<file path="src/rtl/clock_set_controller.sv">
// clock_set_controller
//   Mode sequencer and time-setting controller for the time-of-day clock.
//   Debounces the MODE and INC keys, steps the display/edit state machine,
//   gates the running hour/minute counters, issues load strobes that write
//   edited values into them, and drives the display word and blink masks.
//
// Ports
//   clock, reset        system clock (rising edge), async active-low reset
//   sample_tick         debounce sample strobe
//   blink_tick          blink phase toggle strobe
//   key_mode_raw        MODE key, asynchronous, active-high
//   key_inc_raw         INC key, asynchronous, active-high
//   hour_in/minute_in/second_in   live counter values
//   run_en              1 lets the minute/hour counters advance
//   hour_load/minute_load/second_clear   one-cycle strobes to the counters
//   hour_value/minute_value              edited values (edit registers)
//   mode                current state code
//   data_show           {enable, hour field, minute field}
//   blank_mask          bit1 blanks hour digits, bit0 blanks minute digits

// Per-key input path: 2-flop synchronizer, 4-sample shift register on
// sample_tick, 3-of-4 majority level and a one-cycle rising-edge press.
module clock_set_key_filter (
    input  logic clock,
    input  logic reset,
    input  logic sample_tick,
    input  logic key_raw,
    output logic level,
    output logic press
);
    logic [1:0] sync;
    logic [3:0] samples;
    logic       level_q;

    always_ff @(posedge clock or negedge reset) begin
        if (!reset) begin
            sync    <= 2'b00;
            samples <= 4'b0000;
            level_q <= 1'b0;
        end else begin
            sync    <= {sync[0], key_raw};
            if (sample_tick)
                samples <= {samples[2:0], sync[1]};
            level_q <= level;
        end
    end

    // Majority: any three of the four samples high.
    assign level = (samples[3] & samples[2] & samples[1]) |
                   (samples[3] & samples[2] & samples[0]) |
                   (samples[3] & samples[1] & samples[0]) |
                   (samples[2] & samples[1] & samples[0]);
    assign press = level & ~level_q;
endmodule

module clock_set_controller #(
    parameter int REPEAT_DELAY = 48,
    parameter int REPEAT_RATE  = 12
) (
    input  logic        clock,
    input  logic        reset,
    input  logic        sample_tick,
    input  logic        blink_tick,
    input  logic        key_mode_raw,
    input  logic        key_inc_raw,
    input  logic [4:0]  hour_in,
    input  logic [5:0]  minute_in,
    input  logic [5:0]  second_in,
    output logic        run_en,
    output logic        hour_load,
    output logic [4:0]  hour_value,
    output logic        minute_load,
    output logic [5:0]  minute_value,
    output logic        second_clear,
    output logic [2:0]  mode,
    output logic [11:0] data_show,
    output logic [1:0]  blank_mask
);
    localparam int NUM_KEYS = 2;
    localparam int KEY_MODE = 0;
    localparam int KEY_INC  = 1;
    localparam logic [7:0] DELAY = 8'(REPEAT_DELAY);
    localparam logic [7:0] RATE  = 8'(REPEAT_RATE);

    typedef enum logic [2:0] {
        SHOW_TIME = 3'd0,
        SHOW_SEC  = 3'd1,
        SET_HOUR  = 3'd2,
        SET_MIN   = 3'd3,
        STOPPED   = 3'd4
    } state_t;

    state_t state;

    logic [NUM_KEYS-1:0] key_raw, key_level, key_press;
    assign key_raw = {key_inc_raw, key_mode_raw};

    for (genvar k = 0; k < NUM_KEYS; k++) begin : g_key
        clock_set_key_filter u_filt (
            .clock       (clock),
            .reset       (reset),
            .sample_tick (sample_tick),
            .key_raw     (key_raw[k]),
            .level       (key_level[k]),
            .press       (key_press[k])
        );
    end

    logic [4:0] edit_hour;
    logic [5:0] edit_min;
    logic       phase, phase_next;

    logic mode_evt, inc_evt, state_valid, state_change, in_set;
    assign mode_evt     = key_press[KEY_MODE];
    assign state_valid  = (state <= STOPPED);
    assign state_change = mode_evt | ~state_valid;
    assign in_set       = (state == SET_HOUR) || (state == SET_MIN);

    // Auto-repeat: one counter serves both the initial delay and the
    // repeat interval; 'repeating' selects which target it counts toward.
    logic [7:0] hold_cnt, hold_next, hold_target;
    logic       repeating, rep_evt;
    assign hold_next   = hold_cnt + 8'd1;
    assign hold_target = repeating ? RATE : DELAY;
    assign rep_evt     = in_set & key_level[KEY_INC] & sample_tick &
                         (hold_next == hold_target);

    // MODE wins over a coincident INC event.
    assign inc_evt = (key_press[KEY_INC] | rep_evt) & ~mode_evt;

    always_ff @(posedge clock or negedge reset) begin
        if (!reset) begin
            hold_cnt  <= 8'd0;
            repeating <= 1'b0;
        end else if (!in_set || !key_level[KEY_INC] || state_change) begin
            hold_cnt  <= 8'd0;
            repeating <= 1'b0;
        end else if (sample_tick) begin
            if (hold_next == hold_target) begin
                hold_cnt  <= 8'd0;
                repeating <= 1'b1;
            end else begin
                hold_cnt  <= hold_next;
            end
        end
    end

    // INC forces digits visible, overriding a coincident blink toggle.
    always_comb begin
        phase_next = phase;
        if (state_change || inc_evt)
            phase_next = 1'b0;
        else if (blink_tick)
            phase_next = ~phase;
    end

    always_ff @(posedge clock or negedge reset) begin
        if (!reset) begin
            state        <= SHOW_TIME;
            run_en       <= 1'b1;
            hour_load    <= 1'b0;
            minute_load  <= 1'b0;
            second_clear <= 1'b0;
            data_show    <= 12'd0;
            blank_mask   <= 2'b00;
            edit_hour    <= 5'd0;
            edit_min     <= 6'd0;
            phase        <= 1'b0;
        end else begin
            hour_load    <= 1'b0;
            minute_load  <= 1'b0;
            second_clear <= 1'b0;
            phase        <= phase_next;

            case (state)
                SHOW_SEC:         data_show <= {1'b1, 5'd0, second_in};
                SET_HOUR,
                SET_MIN:          data_show <= {1'b1, edit_hour, edit_min};
                SHOW_TIME,
                STOPPED:          data_show <= {1'b1, hour_in, minute_in};
                default:          data_show <= 12'd0;
            endcase

            if (state_change) begin
                // Phase is forced to 0 on any state change, so no blanking.
                blank_mask <= 2'b00;
                case (state)
                    SHOW_TIME: begin
                        state  <= SHOW_SEC;
                        run_en <= 1'b1;
                    end
                    SHOW_SEC: begin
                        state     <= SET_HOUR;
                        run_en    <= 1'b0;
                        edit_hour <= hour_in;
                        edit_min  <= minute_in;
                    end
                    SET_HOUR: begin
                        state  <= SET_MIN;
                        run_en <= 1'b0;
                    end
                    SET_MIN: begin
                        state        <= STOPPED;
                        run_en       <= 1'b0;
                        hour_load    <= 1'b1;
                        minute_load  <= 1'b1;
                        second_clear <= 1'b1;
                    end
                    default: begin
                        // STOPPED exit and recovery from unused codes.
                        state  <= SHOW_TIME;
                        run_en <= 1'b1;
                    end
                endcase
            end else begin
                if (inc_evt) begin
                    case (state)
                        SET_HOUR: edit_hour <= (edit_hour == 5'd23) ? 5'd0 : edit_hour + 5'd1;
                        SET_MIN:  edit_min  <= (edit_min  == 6'd59) ? 6'd0 : edit_min  + 6'd1;
                        STOPPED:  second_clear <= 1'b1;
                        default:  ;
                    endcase
                end
                case (state)
                    SET_HOUR: blank_mask <= {phase_next, 1'b0};
                    SET_MIN:  blank_mask <= {1'b0, phase_next};
                    default:  blank_mask <= 2'b00;
                endcase
            end
        end
    end

    assign mode         = state;
    assign hour_value   = edit_hour;
    assign minute_value = edit_min;
endmodule

</file>
<file path="config.mk">
export PLATFORM = sky130hd
export DESIGN_NAME = clock_set_controller
export DESIGN_NICKNAME = d
export VERILOG_FILES = /design/src/rtl/clock_set_controller.sv
export SDC_FILE = /design/constraint.sdc
export NUM_CORES = 1
export LEC_CHECK = 0
export BUFFER_PORTS_ARGS = -buffer_cell sky130_fd_sc_hd__buf_2
export CORE_ASPECT_RATIO = 1.1
export CORE_UTILIZATION = 30
export DETAILED_ROUTE_END_ITERATION = 12
export SYNTH_ARGS = -nofsm -noshare
export SYNTH_HDL_FRONTEND = slang
export SYNTH_HIERARCHICAL = 1
export SYNTH_SLANG_ARGS = --single-unit
</file>
<file path="constraint.sdc">
create_clock -name clock -period 2.1 [get_ports clock]
set_clock_uncertainty 0.15 [all_clocks]
set_input_delay 0.21 -clock clock [delete_from_list [all_inputs] [get_ports clock]]
set_output_delay 0.21 -clock clock [all_outputs]
set_load 0.05 [all_outputs]
</file>
# Word-level counts from Yosys, hierarchy flattened
# Index checks and enable logic that the tools add are counted.
# word_totals
reg_bits,55
elab_cells,109
out_inout_bits,32
inputBits,23
# classes
muxes,29
addsub,3
n_reduce_logical,18
n_lt_le_gt_ge,1
bitwise,33
n_eq_ne,8
# ops
op,n
two-way mux 6 bit,6
one-hot mux 12 bit (3 select lines),1
two-way mux 5 bit,5
two-way mux 8 bit,3
AND 1 bit,20
one-hot mux 3 bit (4 select lines),1
two-way mux 1 bit,11
nonzero test 2 bit,5
adder 8 x 1 -> 8 bit (second input constant),1
equality test 8 x 6 -> 1 bit,1
OR 1 bit,8
adder 6 x 1 -> 6 bit (second input constant),1
equality test 3 x 2 -> 1 bit (second input constant),2
equality test 6 bit (second input constant),1
AND reduction 3 bit,2
adder 5 x 1 -> 5 bit (second input constant),1
equality test 5 bit (second input constant),1
inverter 1 bit,5
logical OR 1 bit,4
one-hot mux 2 bit (2 select lines),1
OR reduction 2 bit,2
equality test 3 x 1 -> 1 bit (second input constant),1
equality test 3 bit (second input constant),1
less-or-equal comparator 3 bit (second input constant),1
6 further kinds,7

# Depth between registers and ports, before layout
# logic_depth
depth_word,14
ltp_mapped,10
depth_no_buf,9

# Modules after synthesis
# The synthesis kept the hierarchy.
# by_module_without_submodules
mod,seq_area_each_um2,cells_per_inst,area_each_um2,instances
clock_set_controller,1027.2,240,2260.9,1
clock_set_key_filter,175.2,15,244.0,2

# Least setup slack after synthesis
# No wires, ideal clock.
# synth_path
kind,reg-to-reg
from,reg state[1] (netlist: mode[1])
to,reg edit_hour[0] (netlist: hour_value[0])
stages_incl_launch_ff,8
path_slack_ns,-0.254
setup_ns,0.124
synth_period_minus_slack_ns,2.354
path_buffers,2
required_ns,1.826
arrival_time_ns,2.081
cell_sequence,dfrtp_1 buf_2 nor2b_1 clkbuf_1 and3_1 a31oi_4 and3_1 a211o_1
# synth_via
elab_chain_cells,9
word_cells_on_any_way,17
cone_classes,order compare: 1; eq/ne: 4; mux: 1; bitwise: 7; reduce/logical: 4
# synth_rtl
item,line,rtl
"start, declared",93,state_t state;
"start signal, assigned",159,state <= SHOW_TIME;
"start signal, assigned",189,state <= SHOW_SEC;
"start signal, assigned",193,state <= SET_HOUR;
equality test 3 x 2 -> 1 bit (on tied branches),"117, 217",
logical OR 1 bit,117,assign in_set = (state == SET_HOUR) || (state == SET_MIN);
AND 1 bit (3 in series),125,assign rep_evt = in_set & key_level[KEY_INC] & sample_tick &
OR 1 bit,129,assign inc_evt = (key_press[KEY_INC] | rep_evt) & ~mode_evt;
AND 1 bit,129,
nonzero test 2 bit (no line),n/a,
AND reduction 3 bit (no line),n/a,
"end signal, assigned",195,edit_hour <= hour_in;
"end signal, assigned",218,SET_HOUR: edit_hour <= (edit_hour == 5'd23) ? 5'd0 : edit_hour + 5'd1;
"end, declared",109,logic [4:0] edit_hour;
# Parallel ways exist; a longest one is shown, timed or not.
# A chain may end at the register's enable or synchronous reset.

# Worst setup path after layout
# layout_path
from,reg hold_cnt[0]
to,reg edit_min[0] (netlist: minute_value[0])
# layout_via
elab_chain_cells,7
# layout_rtl
item,line,rtl
"start, declared",121,"logic [7:0] hold_cnt, hold_next, hold_target;"
"start signal, assigned",143,hold_cnt <= hold_next;
adder 8 x 1 -> 8 bit,123,assign hold_next = hold_cnt + 8'd1;
equality test 8 x 6 -> 1 bit,126,(hold_next == hold_target);
AND 1 bit,125,
OR 1 bit,129,
AND 1 bit,129,
nonzero test 2 bit (no line),n/a,
AND reduction 3 bit (no line),n/a,
"end signal, assigned",196,edit_min <= minute_in;
"end signal, assigned",219,SET_MIN: edit_min <= (edit_min == 6'd59) ? 6'd0 : edit_min + 6'd1;
"end, declared",110,logic [5:0] edit_min;
# No other way between the ends.

==> impl_metrics.yaml <==
run_status:
  status: "finished with violations"
  violations: "setup timing"
logic_synthesis:
  synth_top_area_cell: "dfrtp_1"
  synth.distinct_cells: 56
  postSynth.asyncResetShare_pct: 100.0
  syn_nets: 296
  synth_ff_type: "dfrtp_1"
  synth-seq-cells: 55
  syn_area_um2: 2749
  synth_edf_count: 0
  postSynthAreaPerCell_um2: 10.18
  syn_inst: 270
  synth_warnings: 6
  synthTopCellsByArea: "dfrtp_1 (49%), nor2_1 (3.4%), a21oi_1 (3.3%)"
  synth_top_area_share_pct: 49.16
  seq_area_frac_synth_pct: 50.11
placed_design:
  dp_cells: 466
  routabilityCongestion: 0.8814
  dp_slack_ps: -159.4
  dp.final_hpwl_um: 5016
  place_area_um2: 3437
  portBuffers: 54
layout:
  n_fill_cell: 837
  final_cell_count_no_fill: 492
  layout.nets: 403
  multi_input_area_um2: 1373
  drive_above_1_share_pct: 39.15
  antenna_cells: 0
  final_area_um2: 3831
  register_area_um2: 1380
  syn2layout_area_growth_pct: 39.37
  final_util_pct: 43.18
clock_network:
  clk_pin_slew_worst_paths_ps: 110
  cts_max_level: 2
  cts.sinks: 55
  numCtsBuffers: 5
  insertion_delay_ps: 310
  cts_tree: "done"
  cts.path.max_buffers: 2
  clockRootBuffer: "clkbuf_8"
critical_path:
  criticalPathCategory: "flip-flop to flip-flop"
  end_kind: "flip-flop"
  critPathCapture: "minute_value[0]$_DFFE_PN0P_"
  rrSetupSlack_ps: -250
  crit_path_start_kind: "flip-flop"
  ff2ff_path_depth: 10
  cp.required_ps: 2180
  cp-startpoint: "hold_cnt[0]$_DFFE_PN0P_"
  rr_startpoint: "hold_cnt[0]$_DFFE_PN0P_"
  crit_fanout: 6
  r2r-end: "minute_value[0]$_DFFE_PN0P_"
  critical_path_arrival_ps: 2430
sta:
  fin_crit_ps: 2345
  min_period_over_period_pct: 111.7
  worst_slack_ps: -245.1
  worst_pin_slew_ps: 548.2
  rsz0062_at_grt: "true"
  setup_viol: 19
  fin_setup_tns_ps: -3028
  relSlewSlack_pct: 63.45
  max_freq_mhz: 426.4
  drv_slew: 0
  hold_viol_final: 0
global_route:
  overflow: 0
  antenna_found_initial: 0
  first_global_vias: 2444
  grt_use_total_pct: 15.69
  grt_pass1_wl_um: 11780
  grt_max_degree: 24
floorplanning:
  core.rowCount: 36
  die_area_um2: 9550
  die_x_um: 93.27
  dieHeight_um: 102.4
  core-area_um2: 8874
  ioPinCount: 55
  initial_core_util_pct: 30.98
worst_hold_path:
  holdPathStages: 3
  hold_class: "primary input to flip-flop"
detailed_routing:
  drt-total-wl_um: 7186
  drt_iter0_drc: 91
  drt-vias-per-instance: 5.035
  wl_per_cell_um: 14.61
  first_pass_iters: 4
  vias: 2477
  ant_nets: 0
  route.detailed.drc: 0
pwr:
  power_density_nw_per_um2: 1326
  irDropWorstVdd_mv: 0.6599
  p_leak_nw: 1.731
run:
  cap_violations: 0
[stage by stage]
stage / hold slack (ps) / power (mW)
after CTS: 22.34 / 5.065
after global placement: 73.53 / 4.195
after detailed placement: 76.33 / 4.220
after global routing: 34.01 / 5.405
final: 31.99 / 5.080
after floorplan: -235.6 / 3.431
[power breakdown]
group	switching (mW)	internal, mW
sequential	0.280	1.38
clock	0.354	0.393
combinational	1.81	0.858
total	2.45	2.63
[what timing repair did]
item / CTS / global route
setup endpoints to repair: 17 / 21
resized for setup: 13 / 13
endpoints found under the hold margin: 34 / 0
buffers inserted: 1 / 3
hold buffers: 13 / 0
pin swaps: 11 / 2
cloned: 1 / 0
[critical path, cell delays in order, from the launching register on]
cell,delay [ps]
dfrtp_1,430
ha_4,200
and3_4,160
o221ai_2,190
o41ai_2,110
o311a_4,370
buf_4,160
a32oi_4,190
buf_6,160
nor2b_1,50
o21ai_1,100
[kinds of logic after synthesis]
kind of cell,count (synthesis),synth area share [%]
multiplexers,11,4.370
AND/OR/NAND/NOR,98,19.12
buffers and inverters,23,4.278
adder cells (fa/ha/maj),3,1.366
AO/OA/AOI/OAI,74,18.84
flip-flops,55,50.11
XOR/XNOR,6,1.912
[registers in the layout, indices dropped and copies added (netlist names), 2 cells and up]
| register | flops |
|---|---|
| g_key.u_filt/level_q | 2 |
| g_key.u_filt/sync | 4 |
| g_key.u_filt/samples | 8 |
| mode | 3 |
| data_show | 12 |
| blank_mask | 2 |
| hold_cnt | 8 |
| hour_value | 5 |
| minute_value | 6 |
[worst min path at each step]
| stage | start | endpoint |
|---|---|---|
| 3_3_place_gp | reset | data_show[11]$_DFF_PN0_ |
| 4_1_cts | minute_in[3] | data_show[3]$_DFF_PN0_ |
| 3_5_place_dp | reset | data_show[11]$_DFF_PN0_ |
| 6_report | minute_in[3] | data_show[3]$_DFF_PN0_ |
| 5_1_grt | minute_in[3] | data_show[3]$_DFF_PN0_ |
| 2_1_floorplan | reset | blank_mask[0]$_DFF_PN0_ |
[synth_stat cells (all sizes together), types with 2 or more instances]
cell type and instances:
a211oi 2, a21oi 19, a22o 4, a22oi 6, a31oi 5, a32oi 2, and3 8, and4b 2
buf 10, clkbuf 4, dfrtp 54, ha 3, inv 9, mux2 8, mux2i 3, nand2 18
nand2b 3, nand3 9, nand3b 3, nand4b 2, nor2 25, nor2b 4, nor3 12, nor3b 3
nor4 2, o211ai 4, o21ai 18, o22ai 6, or3 2, xnor2 3, xor2 3
[cells in the final DEF, fill, tap and decap left out, types with 8 or more instances in the layout]
cell,instances
nand2_1,18
o21ai_0,12
buf_2,54
nand3_1,9
buf_4,42
dfrtp_1,52
nor2_1,24
a21oi_1,15
inv_1,9
dlygate4sd3_1,13
nor3_1,11
mux2_2,8
[per-layer routing]
layer	GRT usage, %	up-vias	wire length [um]
li1	-	1197	-
met1	19.53	1222	3184
met2	28.62	51	3713
met3	2.307	7	231
met4	3.669	0	57
met5	0	-	0
[layout make-up]
type / instances / area share [%]
Clock buffer: 6 / 2.155
Clock inverter: 2 / 1.012
Inverter: 9 / 0.8818
Multi-Input combinational cell: 192 / 35.83
Sequential cell: 55 / 36.02
Tap cell: 114 / 3.723
Timing Repair Buffer: 114 / 20.38
(Power assumes the default switching activity.)
